File: config.mk
export PLATFORM = sky130hd
export DESIGN_NAME = fifo_rd_prefetch
export DESIGN_NICKNAME = d
export VERILOG_FILES = /design/src/rtl/fifo_rd_prefetch_pkg.sv /design/src/rtl/fifo_rd_prefetch.sv
export SDC_FILE = /design/constraint.sdc
export NUM_CORES = 1
export LEC_CHECK = 0
export ABC_CLOCK_PERIOD_IN_PS = 6950
export BUFFER_PORTS_ARGS = -buffer_cell sky130_fd_sc_hd__buf_2
export CORE_MARGIN = 4
export CORE_UTILIZATION = 29
export DETAILED_ROUTE_END_ITERATION = 10
export MAX_ROUTING_LAYER = met4
export PLACE_DENSITY_LB_ADDON = 0.08
export SLEW_MARGIN = 25
export SYNTH_ARGS = -nofsm -noshare
export SYNTH_HDL_FRONTEND = slang
export SYNTH_SLANG_ARGS = --single-unit
File: constraint.sdc
create_clock -name CLK -period 6.95 [get_ports CLK]
set_input_delay 1.39 -clock CLK [delete_from_list [all_inputs] [get_ports CLK]]
set_output_delay 1.39 -clock CLK [all_outputs]
set_load 0.02 [all_outputs]
File: src/rtl/fifo_rd_prefetch_pkg.sv
`default_nettype none
// fifo_rd_prefetch_pkg: shared occupancy-state encoding and stall counter width.
// Revision: 1.0
package fifo_rd_prefetch_pkg;

  typedef enum logic [1:0] {
    S_EMPTY = 2'd0,
    S_ONE   = 2'd1,
    S_TWO   = 2'd2
  } state_e;

  localparam int STALL_CNT_W = 16;

  function automatic logic [1:0] occ_of(input state_e s);
    return 2'(s);
  endfunction

endpackage
`default_nettype wire

File: src/rtl/fifo_rd_prefetch.sv
`default_nettype none
// fifo_rd_prefetch: one-cycle-latency FIFO read port to first-word-fall-through valid/ready.
// Optional FIFO_PREFETCH_STALL_CNT_EN adds a saturating STALL_CNT output. Revision: 1.0
module fifo_rd_prefetch
  import fifo_rd_prefetch_pkg::*;
#(
  parameter int C_WIDTH = 32
) (
  input  logic               CLK,
  input  logic               RST_N,
  input  logic [C_WIDTH-1:0] FIFO_DATA,
  input  logic               FIFO_EMPTY,
  output logic               FIFO_RD_EN,
  output logic [C_WIDTH-1:0] DATA,
  output logic               VALID,
  input  logic               READY
`ifdef FIFO_PREFETCH_STALL_CNT_EN
  ,
  output logic [STALL_CNT_W-1:0] STALL_CNT
`endif
);

  state_e               state_q, state_d;
  logic                 infl_q;
  logic [C_WIDTH-1:0]   entry0_q, entry0_d;
  logic [C_WIDTH-1:0]   entry1_q, entry1_d;

  logic                 pop;
  logic [1:0]           occ;
  logic [1:0]           occ_after_pop;
  logic [1:0]           occ_next;
  logic [2:0]           level;

  assign VALID = (state_q != S_EMPTY);
  assign DATA  = entry0_q;

  always_comb begin
    pop           = VALID && READY;
    occ           = occ_of(state_q);
    occ_after_pop = occ - {1'b0, pop};
    level         = {1'b0, occ} + {2'b00, infl_q} - {2'b00, pop};
    // Gating with RST_N keeps the read request low for the whole reset pulse.
    FIFO_RD_EN    = RST_N && !FIFO_EMPTY && (level < 3'd2);

    state_d  = state_q;
    entry0_d = entry0_q;
    entry1_d = entry1_q;

    if (pop && (state_q == S_TWO)) begin
      entry0_d = entry1_q;
    end
    if (infl_q) begin
      if (occ_after_pop == 2'd0) begin
        entry0_d = FIFO_DATA;
      end else begin
        entry1_d = FIFO_DATA;
      end
    end

    occ_next = occ_after_pop + {1'b0, infl_q};
    case (occ_next)
      2'd0:    state_d = S_EMPTY;
      2'd1:    state_d = S_ONE;
      default: state_d = S_TWO;
    endcase
  end

  always_ff @(posedge CLK or negedge RST_N) begin
    if (!RST_N) begin
      state_q  <= S_EMPTY;
      infl_q   <= 1'b0;
      entry0_q <= '0;
      entry1_q <= '0;
    end else begin
      state_q  <= state_d;
      infl_q   <= FIFO_RD_EN;
      entry0_q <= entry0_d;
      entry1_q <= entry1_d;
    end
  end

`ifndef SYNTHESIS
  always_ff @(posedge CLK) begin
    if (RST_N) begin
      assert (!(infl_q && (occ_after_pop == 2'd2)));
    end
  end
`endif

`ifdef FIFO_PREFETCH_STALL_CNT_EN
  logic [STALL_CNT_W-1:0] stall_q;

  always_ff @(posedge CLK or negedge RST_N) begin
    if (!RST_N) begin
      stall_q <= '0;
    end else if (VALID && !READY && (stall_q != {STALL_CNT_W{1'b1}})) begin
      stall_q <= stall_q + 1'b1;
    end
  end

  assign STALL_CNT = stall_q;
`endif

endmodule
`default_nettype wire
==> out/summary.txt <==
Synthesized cell area - 3000 um^2
# IOs - 70
CTS root buffer - clkbuf_8
Wire length per cell - 14.4 um
Clk sinks - 67
Gp weighted congestion - 0.755
Final Hold Viols - 0
Die Width - 110 um
Gate Count Post-Synth - 265
Part of the Yosys area used for sequential elements - 55.9%
CTS H-tree lvls - 3
Num rows - 36
WS Path Type - in2out
Max Root-Sink Buffers - 2
CP most frequent cell - buf_2
Netlist cell types - 21
Total Power - 1.59 mW
First-pass DRT Iterations - 4
Layout Skew - 5.92 ps
Clk Latency, worst-skew pair - 340 ps
Total Wirelength - 6.76 mm
Slew @ Worst Pin - 760 ps
Starting Density - 30.3%
Yosys top cell area share - 55.9%
Largest delay share family, worst path - adder cells
Syn avg cell area - 11.3 um^2
Post-route DRC - 0
CTS hold repair buffers - 0
Hold Slack - 496 ps
Initial antenna violation count - 0
Design area - 3560 um^2
Layout cells sized above 1 - 41.7%
CTS tree - done
Number of port buffers - 69
Area contributors post-synth - dfrtp_1 (56%), mux2_2 (11%), nand2_1 (8.4%)
CTS Buf Count - 9
Clock transition at path regs - 60 ps
CP bufs+invs - 3
Final setup viols - 0
Final period util - 64.4%
Die Area - 12,000 um^2
CP arrival - 3080 ps
CP max-delay cell - fa_1
Critical-path cell list - buf_2 -> and2_1 -> ha_1 -> inv_2 -> nand2_1 -> fa_1 -> xor2_1 -> nor3_1 -> buf_2
Synth Register Bits - 67
Startpoint Class - input port
Unrepaired setup endpoints after global routing - no
Nets - 373
Vias per cell - 4.41
Max-Cap Viols - 0
Detail Placement HPWL - 4.35 mm
Die height - 110 um
Post-CTS Setup Inserts - 0
Dominant cell type by area after synthesis - dfrtp_1
DRT iter0 DRCs - 36
Worst-path maximum fanout - 3
Synth warn - 0
Setup WS pre-CTS - 2460 ps
DRT antenna net count - 0
Via count - 2,066
Power density cells - 446 nW/um^2
Crit. End Element - output port
Slew Limit Fails - 0
Core area - 9910 um^2
TNS Setup - 0 ps
Fmax - 0.223 GHz
Leakage - 1.70 nW
Layout Area Growth over Synthesis - 18.7%
Placed insts - 455
Syn Nets - 305
Post_cts resized - 0
GR Util All Layers - 12.6%
First-pass GRT wire length - 11.0 mm
Slew headroom - 49.4%
Period minus WS final - 4470 ps
Maximum number of pins on one net before global-route repair - 65
Worst vdd ir - 0.194 mV
Placed cell area - 3390 um^2
Fin cells - 469
Max incr delay on CP - 380 ps
Fin util - 35.9%
N_diodes - 0
Setup ws final - 2480 ps
Vias in the first global route - 2,100
GR Overflow Total - 0
Outcome - completed
Required @ worst endpoint - 5560 ps
Worst hold path type - reg2reg
==> placed cells by master, fill, tap and decap left out, drive strengths merged <==
cell / instances
and2: 1
dfrtp: 67
ha: 3
nand3b: 2
nor2: 33
and3b: 1
buf: 74
a31oi: 32
inv: 5
nor3: 1
o21ai: 1
mux2: 32
clkbuf: 11
nand2: 67
xor2: 2
fa: 1
clkinv: 3
==> layout make-up <==
type	count	area [um^2]
fillers	1040	6350
clock buffers	11	151
inverters	5	18.8
clock inverters	3	15.0
multi-input cells	176	1150
flip-flops and latches	67	1680
well taps	133	166
repair buffers	74	383
==> final timing paths <==
check	startpoint	end	slack, ps	cells after the start
hold / removal	entry1_q[21]$_DFFE_PN0P_	entry1_q[21]$_DFFE_PN0P_	500	1
hold reg to reg	entry1_q[21]$_DFFE_PN0P_	entry1_q[21]$_DFFE_PN0P_	500	1
setup / recovery	READY	FIFO_RD_EN	2480	9
min in group asynchronous	RST_N	entry1_q[6]$_DFFE_PN0P_	1050	1
setup reg to reg	occ[1]$_DFF_PN0_	entry1_q[14]$_DFFE_PN0P_	4190	9
max in group asynchronous	RST_N	DATA[21]$_DFF_PN0_	4890	2
==> sequential cells by signal, indices dropped and copies added (netlist names) <==
| name | cells |
|---|---|
| DATA | 32 |
| infl_q | 1 |
| occ | 2 |
| entry1_q | 32 |
==> metal layers <==
layer	routed length, um	track usage [%]
met1	3050	15.4
met2	3140	19.5
met3	445	3.82
met5	0	-
met4	123	5.08
==> logic make-up after synthesis <==
logic type / count (synthesis) / synth area share [%]
multiplexers: 32 / 12.0
AO/OA/AOI/OAI: 33 / 9.30
adder cells (fa/ha/maj): 4 / 1.92
flip-flops: 67 / 55.9
XOR/XNOR: 2 / 0.584
AND/OR/NAND/NOR: 105 / 14.5
buffers and inverters: 22 / 5.80
==> where the power goes <==
group	internal (mW)	switching (mW)	leakage (nW)
combinational	0.278	0.360	0.780
sequential	0.576	0.0921	0.831
clock	0.143	0.140	0.0908
total	0.997	0.592	1.70
==> synthesized netlist by cell type <==
cell      number
fa_1           1
buf_4          3
nand3b_1       2
inv_1          4
o21ai_4        1
mux2_2        30
mux2_1         2
inv_2          1
a31oi_2       10
a31oi_1       22
xor2_1         2
buf_2          4
nor2_2        10
and2_1         1
nor3_1         1
ha_1           3
and3b_1        1
nor2_1        23
nand2_1       67
dfrtp_1       67
buf_6         10
Note: power is estimated with default switching activity, not from simulation.
